===== src/rtl/gpio_edge_irq_pkg.sv =====
// Shared definitions for the GPIO edge-interrupt block: register offsets and bus request shape.
package gpio_edge_irq_pkg;

  localparam int BUS_W = 32;

  localparam logic [1:0] GPIO_IRQ_IN   = 2'd0;
  localparam logic [1:0] GPIO_IRQ_RISE = 2'd1;
  localparam logic [1:0] GPIO_IRQ_FALL = 2'd2;
  localparam logic [1:0] GPIO_IRQ_STAT = 2'd3;

  typedef struct packed {
    logic             sel;
    logic             wr;
    logic [1:0]       reg_sel;
    logic [BUS_W-1:0] data;
  } bus_req_t;

endpackage


===== src/rtl/gpio_sync.sv =====
// Multi-bit flop-chain synchroniser for asynchronous inputs; async reset to 0.
module gpio_sync #(
  parameter int WIDTH       = 32,
  parameter int SYNC_STAGES = 2
) (
  input  logic             clk,
  input  logic             rst,
  input  logic [WIDTH-1:0] d,
  output logic [WIDTH-1:0] q
);

  logic [SYNC_STAGES-1:0][WIDTH-1:0] chain;

  always_ff @(posedge clk or posedge rst) begin
    if (rst) chain <= '0;
    else     chain <= {chain[SYNC_STAGES-2:0], d};
  end

  assign q = chain[SYNC_STAGES-1];

endmodule


===== src/rtl/gpio_edge_irq.sv =====
// Per-pin rising/falling edge capture into sticky W1C status with a single level irq.
import gpio_edge_irq_pkg::*;

module gpio_edge_irq #(
  parameter int WIDTH       = 32,
  parameter int SYNC_STAGES = 2
) (
  input  logic             clk,
  input  logic             rst,
  input  logic             chip_select,
  input  logic             write_enable,
  input  logic [3:0]       addr,
  input  logic [31:0]      write_data,
  output logic [31:0]      read_data,
  input  logic [WIDTH-1:0] pins_in,
  output logic             irq
);

  bus_req_t         req;
  logic             wr_hit, rd_hit;
  logic [WIDTH-1:0] sync_q, prev_q, rise_en, fall_en, status;
  logic [WIDTH-1:0] clr, new_edge;
  logic             unused_bits;

  assign req         = '{sel: chip_select, wr: write_enable, reg_sel: addr[3:2], data: write_data};
  assign wr_hit      = req.sel & req.wr;
  assign rd_hit      = req.sel & ~req.wr;
  assign unused_bits = ^{addr[1:0], write_data};

  gpio_sync #(.WIDTH(WIDTH), .SYNC_STAGES(SYNC_STAGES)) u_sync (
    .clk (clk),
    .rst (rst),
    .d   (pins_in),
    .q   (sync_q)
  );

  assign clr      = (wr_hit && req.reg_sel == GPIO_IRQ_STAT) ? req.data[WIDTH-1:0] : '0;
  assign new_edge = (sync_q & ~prev_q & rise_en) | (~sync_q & prev_q & fall_en);

  // Set is OR-ed in after the clear so a same-cycle edge is never lost.
  always_ff @(posedge clk or posedge rst) begin
    if (rst) begin
      prev_q  <= '0;
      rise_en <= '0;
      fall_en <= '0;
      status  <= '0;
    end else begin
      prev_q <= sync_q;
      status <= (status & ~clr) | new_edge;
      if (wr_hit && req.reg_sel == GPIO_IRQ_RISE) rise_en <= req.data[WIDTH-1:0];
      if (wr_hit && req.reg_sel == GPIO_IRQ_FALL) fall_en <= req.data[WIDTH-1:0];
    end
  end

  assign irq = |(status & (rise_en | fall_en));

  always_comb begin
    read_data = '0;
    if (rd_hit) begin
      case (req.reg_sel)
        GPIO_IRQ_IN:   read_data[WIDTH-1:0] = sync_q;
        GPIO_IRQ_RISE: read_data[WIDTH-1:0] = rise_en;
        GPIO_IRQ_FALL: read_data[WIDTH-1:0] = fall_en;
        default:       read_data[WIDTH-1:0] = status;
      endcase
    end
  end

endmodule


===== config.mk =====
export PLATFORM = sky130hd
export DESIGN_NAME = gpio_edge_irq
export DESIGN_NICKNAME = d
export VERILOG_FILES = /design/src/rtl/gpio_edge_irq_pkg.sv /design/src/rtl/gpio_sync.sv /design/src/rtl/gpio_edge_irq.sv
export SDC_FILE = /design/constraint.sdc
export NUM_CORES = 1
export LEC_CHECK = 0
export CAP_MARGIN = 15
export CORE_MARGIN = 10
export CORE_UTILIZATION = 55
export CTS_CLUSTER_DIAMETER = 150
export DETAILED_ROUTE_END_ITERATION = 8
export PLACE_DENSITY = 0.84
export SLEW_MARGIN = 25
export SYNTH_ARGS = -nofsm -noshare
export SYNTH_HDL_FRONTEND = slang
export SYNTH_HIERARCHICAL = 1
export SYNTH_SLANG_ARGS = --single-unit

===== constraint.sdc =====
create_clock -name clk -period 4.98 [get_ports clk]
set_clock_uncertainty 0.05 [all_clocks]
set_input_delay 1.245 -clock clk [delete_from_list [all_inputs] [get_ports clk]]
set_output_delay 1.245 -clock clk [all_outputs]
set_load 0.05 [all_outputs]

Yosys cells after proc, flatten, opt, wreduce, memory -nomap -nowiden
Index checks and enable logic that the tools add are counted.
- flip-flop bits (word level): 192
- latch bits: 0
- bits in writable memories: 0
- memory bits (read-only): 0
- input port bits: 72
- word-level logic and storage cells: 32
- memories kept: 0
- $add $sub $neg: 0
- multipliers: 0
- divide/modulo/power cells: 0
- order comparisons: 0
- equal/unequal tests: 3
- shifts and indexed selects: 0
- multiplexer cells: 3
- bitwise gates (word level): 15
- reductions and logical operators: 5
- operator list (cell ; count):
    32-bit bitwise AND ; 6
    32-bit inverter ; 3
    32-bit bitwise OR ; 3
    32-bit case mux with 3 select lines ; 1
    32-bit 2-to-1 mux ; 2
    32-bit OR reduction ; 1
    2-bit == test, second input constant ; 2
    1-bit logical AND ; 3
    1-bit bitwise AND ; 2
    2-bit by 1-bit == test with 1-bit output, second input constant ; 1
    2-bit logical NOT ; 1
    1-bit inverter ; 1

Longest topological paths before layout
- depth after elaboration: 6
- gate-level depth with buffers: 7
- gate-level depth less buffers: 4

By module
Netlist, hierarchy kept.
- by module, submodules not included (module ; instances ; cells an instance ; area each (um2) ; sequential area each (um2)):
    gpio_edge_irq ; 1 ; 485 ; 6211.0 ; 3203.1
    gpio_sync ; 1 ; 97 ; 1845.5 ; 1601.5

Least setup slack after synthesis
OpenSTA, ideal clock, no wires.
- path kind: input to output
- start: input port addr[3]
- end: output port read_data[10]
- arrival: 2591 ps
- data required time: 3685 ps
- setup slack: 1094 ps
- stages on the path: 5
- path buffers: 3
- path through: buf_6 -> buf_6 -> buf_4 -> mux4_2 -> nor2b_1
- longest elaborated chain between the ends: 3
- elaborated cells on any way between the ends: 5
- those cells by class: 2 x eq/ne; 2 x mux; 1 x reduce/logical
- RTL lines (what ; line ; RTL):
    from (decl) ; gpio_edge_irq.sv:12 ; input logic [3:0] addr,
    2-bit == test (tied with other cells) ; gpio_edge_irq.sv:60 ; case (req.reg_sel)
    32-bit case mux with 3 select lines (*) ; gpio_edge_irq.sv:60 ;
    32-bit 2-to-1 mux (*) ; gpio_edge_irq.sv:59 ; if (rd_hit) begin
    to (decl) ; gpio_edge_irq.sv:14 ; output logic [31:0] read_data,
Mark *: on every way between the ends. The rest lies on a longest branch, timed or not.

Worst setup path in the final report
- start: input port write_enable
- end: output port read_data[7]
- longest elaborated chain between the ends: 3
- RTL lines (what ; line ; RTL):
    from (decl) ; gpio_edge_irq.sv:11 ; input logic write_enable,
    1-bit inverter ; gpio_edge_irq.sv:27 ; assign rd_hit = req.sel & ~req.wr;
    1-bit bitwise AND ; gpio_edge_irq.sv:27 ;
    32-bit 2-to-1 mux ; gpio_edge_irq.sv:59 ;
No other way between the ends.

==> run metrics <==
status=finished, final reports clean; max-cap violations=0; Clk pwr share=33.9%; Fin Setup TNS=0 ps; RSZ-0062 raised after global routing=false; P per Cell Area=403 mW/mm2; Static Leak=4.07 nW; Initial DRC Count=399; worst setup path class=in -> out; Fill cells=1010; Hold Crit Class=reg -> reg; Gate power share=17.4%; largest net degree at the start of global routing=91; Netlist cell types=22; # resized after CTS=0; # IOs=105; Int Pwr=2.88 mW; Yosys reg bits=192; CTS HTree Levels=4; Port Buf Inserts=102; Top FF cell, synth=dfrtp_1; ANT nets after route=0; Die H=141 um; Pwr Total=3.96 mW; synthesized cell area=0.00806 mm2; commonest non-fill, non-tap cell in the layout=dfrtp_1; die width=141 um; Num Clock Sinks=192; crit path DAT=3010 ps; ratio of cells with drive above 1 in the final layout=24.6%; Synth Warn #=6; clk_lat worst skew=440 ps; multi-input logic area=0.00279 mm2; sequential cell area=0.00480 mm2; drt first pass iters=5; initial core utilization=55.9%; Max Slew Vio Count=0; DR WL/cell=21.4 um; startpoint types=primary input; VDD IR max=412 uV; first-pass GRT wire length=29400 um; CTS tree=built; initial antenna violation count=0; TritonCTS Buffers=17; Root Driver=clkbuf_16; syn avg cell area=13.8 um2; num rows=44; DR vias=5049; fin nets=730; most frequent cells in the layout=192 x dfrtp_1, 97 x nand2_1, 68 x clkdlybuf4s50_1; DRC=0; Area Growth Syn to Fin=22.0%; total gr overflow=0; Core Region=0.0144 mm2; GRT Total Usage=19.0%; global placer's final weighted congestion=0.780; Fin. Hold Viols=0; Req. time, crit path=3680 ps; Syn Inst Count=582; clock slew at reported path FFs=60 ps; Worst-Margin Slew=813 ps; crit end category=output port; CTS max path bufs=2; vias in the first global route=5476; fmax=232 MHz; diode count=0; Final min period=4300 ps; Post-synth EDFFs=0; FF-to-FF setup slack=4100 ps; Post-synth ARST share=100%; Final setup viols=0; Reg power frac=48.7%; Sw Pwr=1.07 mW; CP Max Fanout=27; Syn Nets=654; post-DP HPWL=12300 um; sequential element share of the synthesized area=59.6%; Tcrit/Tclk final=86.4%; max_slew headroom=45.7%; Sw Share=27.1%; post-CTS setup buffers=0; CTS Hold Bufs=0; Via-to-Cell Ratio=5.91; die footprint=0.0199 mm2; Total Wirelength=18200 um
flip-flops by register name (all words and copies together), names as in the netlist:
register,cells
prev_q,32
rise_en,32
u_sync/q,32
u_sync/chain,32
status,32
fall_en,32
critical path, cell delays in order:
cell             delay [ps]
clkdlybuf4s50_1         600
nand2b_1                360
buf_4                   440
nor2b_1                 170
buf_12                  180
routing by layer:
layer  global-route usage [%]  up-vias  share of wire [%]
met5                        0        -                  0
met3                     5.51       35                5.4
met4                     7.17        0                2.1
met2                     32.6      179                 52
met1                     22.0     2637                 40
li1                         -     2198                  -
final timing paths:
path,from,depth (start not counted),end
hold reg to reg,u_sync/chain[13],0,u_sync/q[13]
min in group asynchronous,rst,2,u_sync/q[21]
setup reg to reg,rise_en[3],1,rise_en[3]
max in group asynchronous,rst,3,status[13]
hold / removal,u_sync/chain[13],0,u_sync/q[13]
setup / recovery,write_enable,5,read_data[7]
kinds of logic (layout without fill, tap and decap cells):
| logic type | count (synthesis) | in the layout | share of synthesized area [%] |
|---|---|---|---|
| AO/OA/AOI/OAI | 64 | 64 | 4.97 |
| buffers and inverters | 55 | 143 | 5.68 |
| flip-flops | 192 | 192 | 59.6 |
| multiplexers | 96 | 96 | 18.1 |
| AND/OR/NAND/NOR | 175 | 175 | 11.6 |
final cells by class:
| type | count | area share [%] |
|---|---|---|
| multi-input combinational | 335 | 28.4 |
| inverter | 2 | 0.153 |
| timing repair buffer | 110 | 14.3 |
| clock buffer | 20 | 4.55 |
| clock inverter | 11 | 1.34 |
| sequential | 192 | 48.9 |
| tap | 184 | 2.34 |
synth_stat cells, types with 2 or more instances:
cell type,count,area [um2]
buf_12,2,40.0
buf_4,36,270
buf_6,11,124
clkbuf_1,3,11.3
dfrtp_1,192,4800
inv_1,2,7.51
mux2_1,3,33.8
mux2_2,61,687
mux4_1,4,105
mux4_2,28,631
nand2_1,97,364
nand3b_1,32,240
nand4_1,8,50.1
nand4b_4,2,47.6
nor2b_1,31,194
nor4_1,2,12.5
o211ai_1,32,240
o21ai_0,32,160
power by group through the flow:
stage	sequential, mW	combinational [mW]	clock [mW]
floorplan	1.89	0.469	0
detailed placement	1.95	0.694	0
CTS	1.92	0.699	1.37
finish	1.93	0.687	1.34
global route	1.95	0.741	1.43
global placement	1.92	0.664	0
metrics by stage:
stage          area [um2]  worst slack, ps  util [%]  hold slack (ps)  instances
6_report             9830              679      68.1              298        854
5_1_grt              9830              606      68.1              304        854
4_1_cts              9820              673      68.1              301        854
3_5_place_dp         9250              669      64.1              285        823
3_3_place_gp         9240              676      64.1              282        823
2_1_floorplan        8060              272         -              281        582
(Power assumes the default switching activity.)
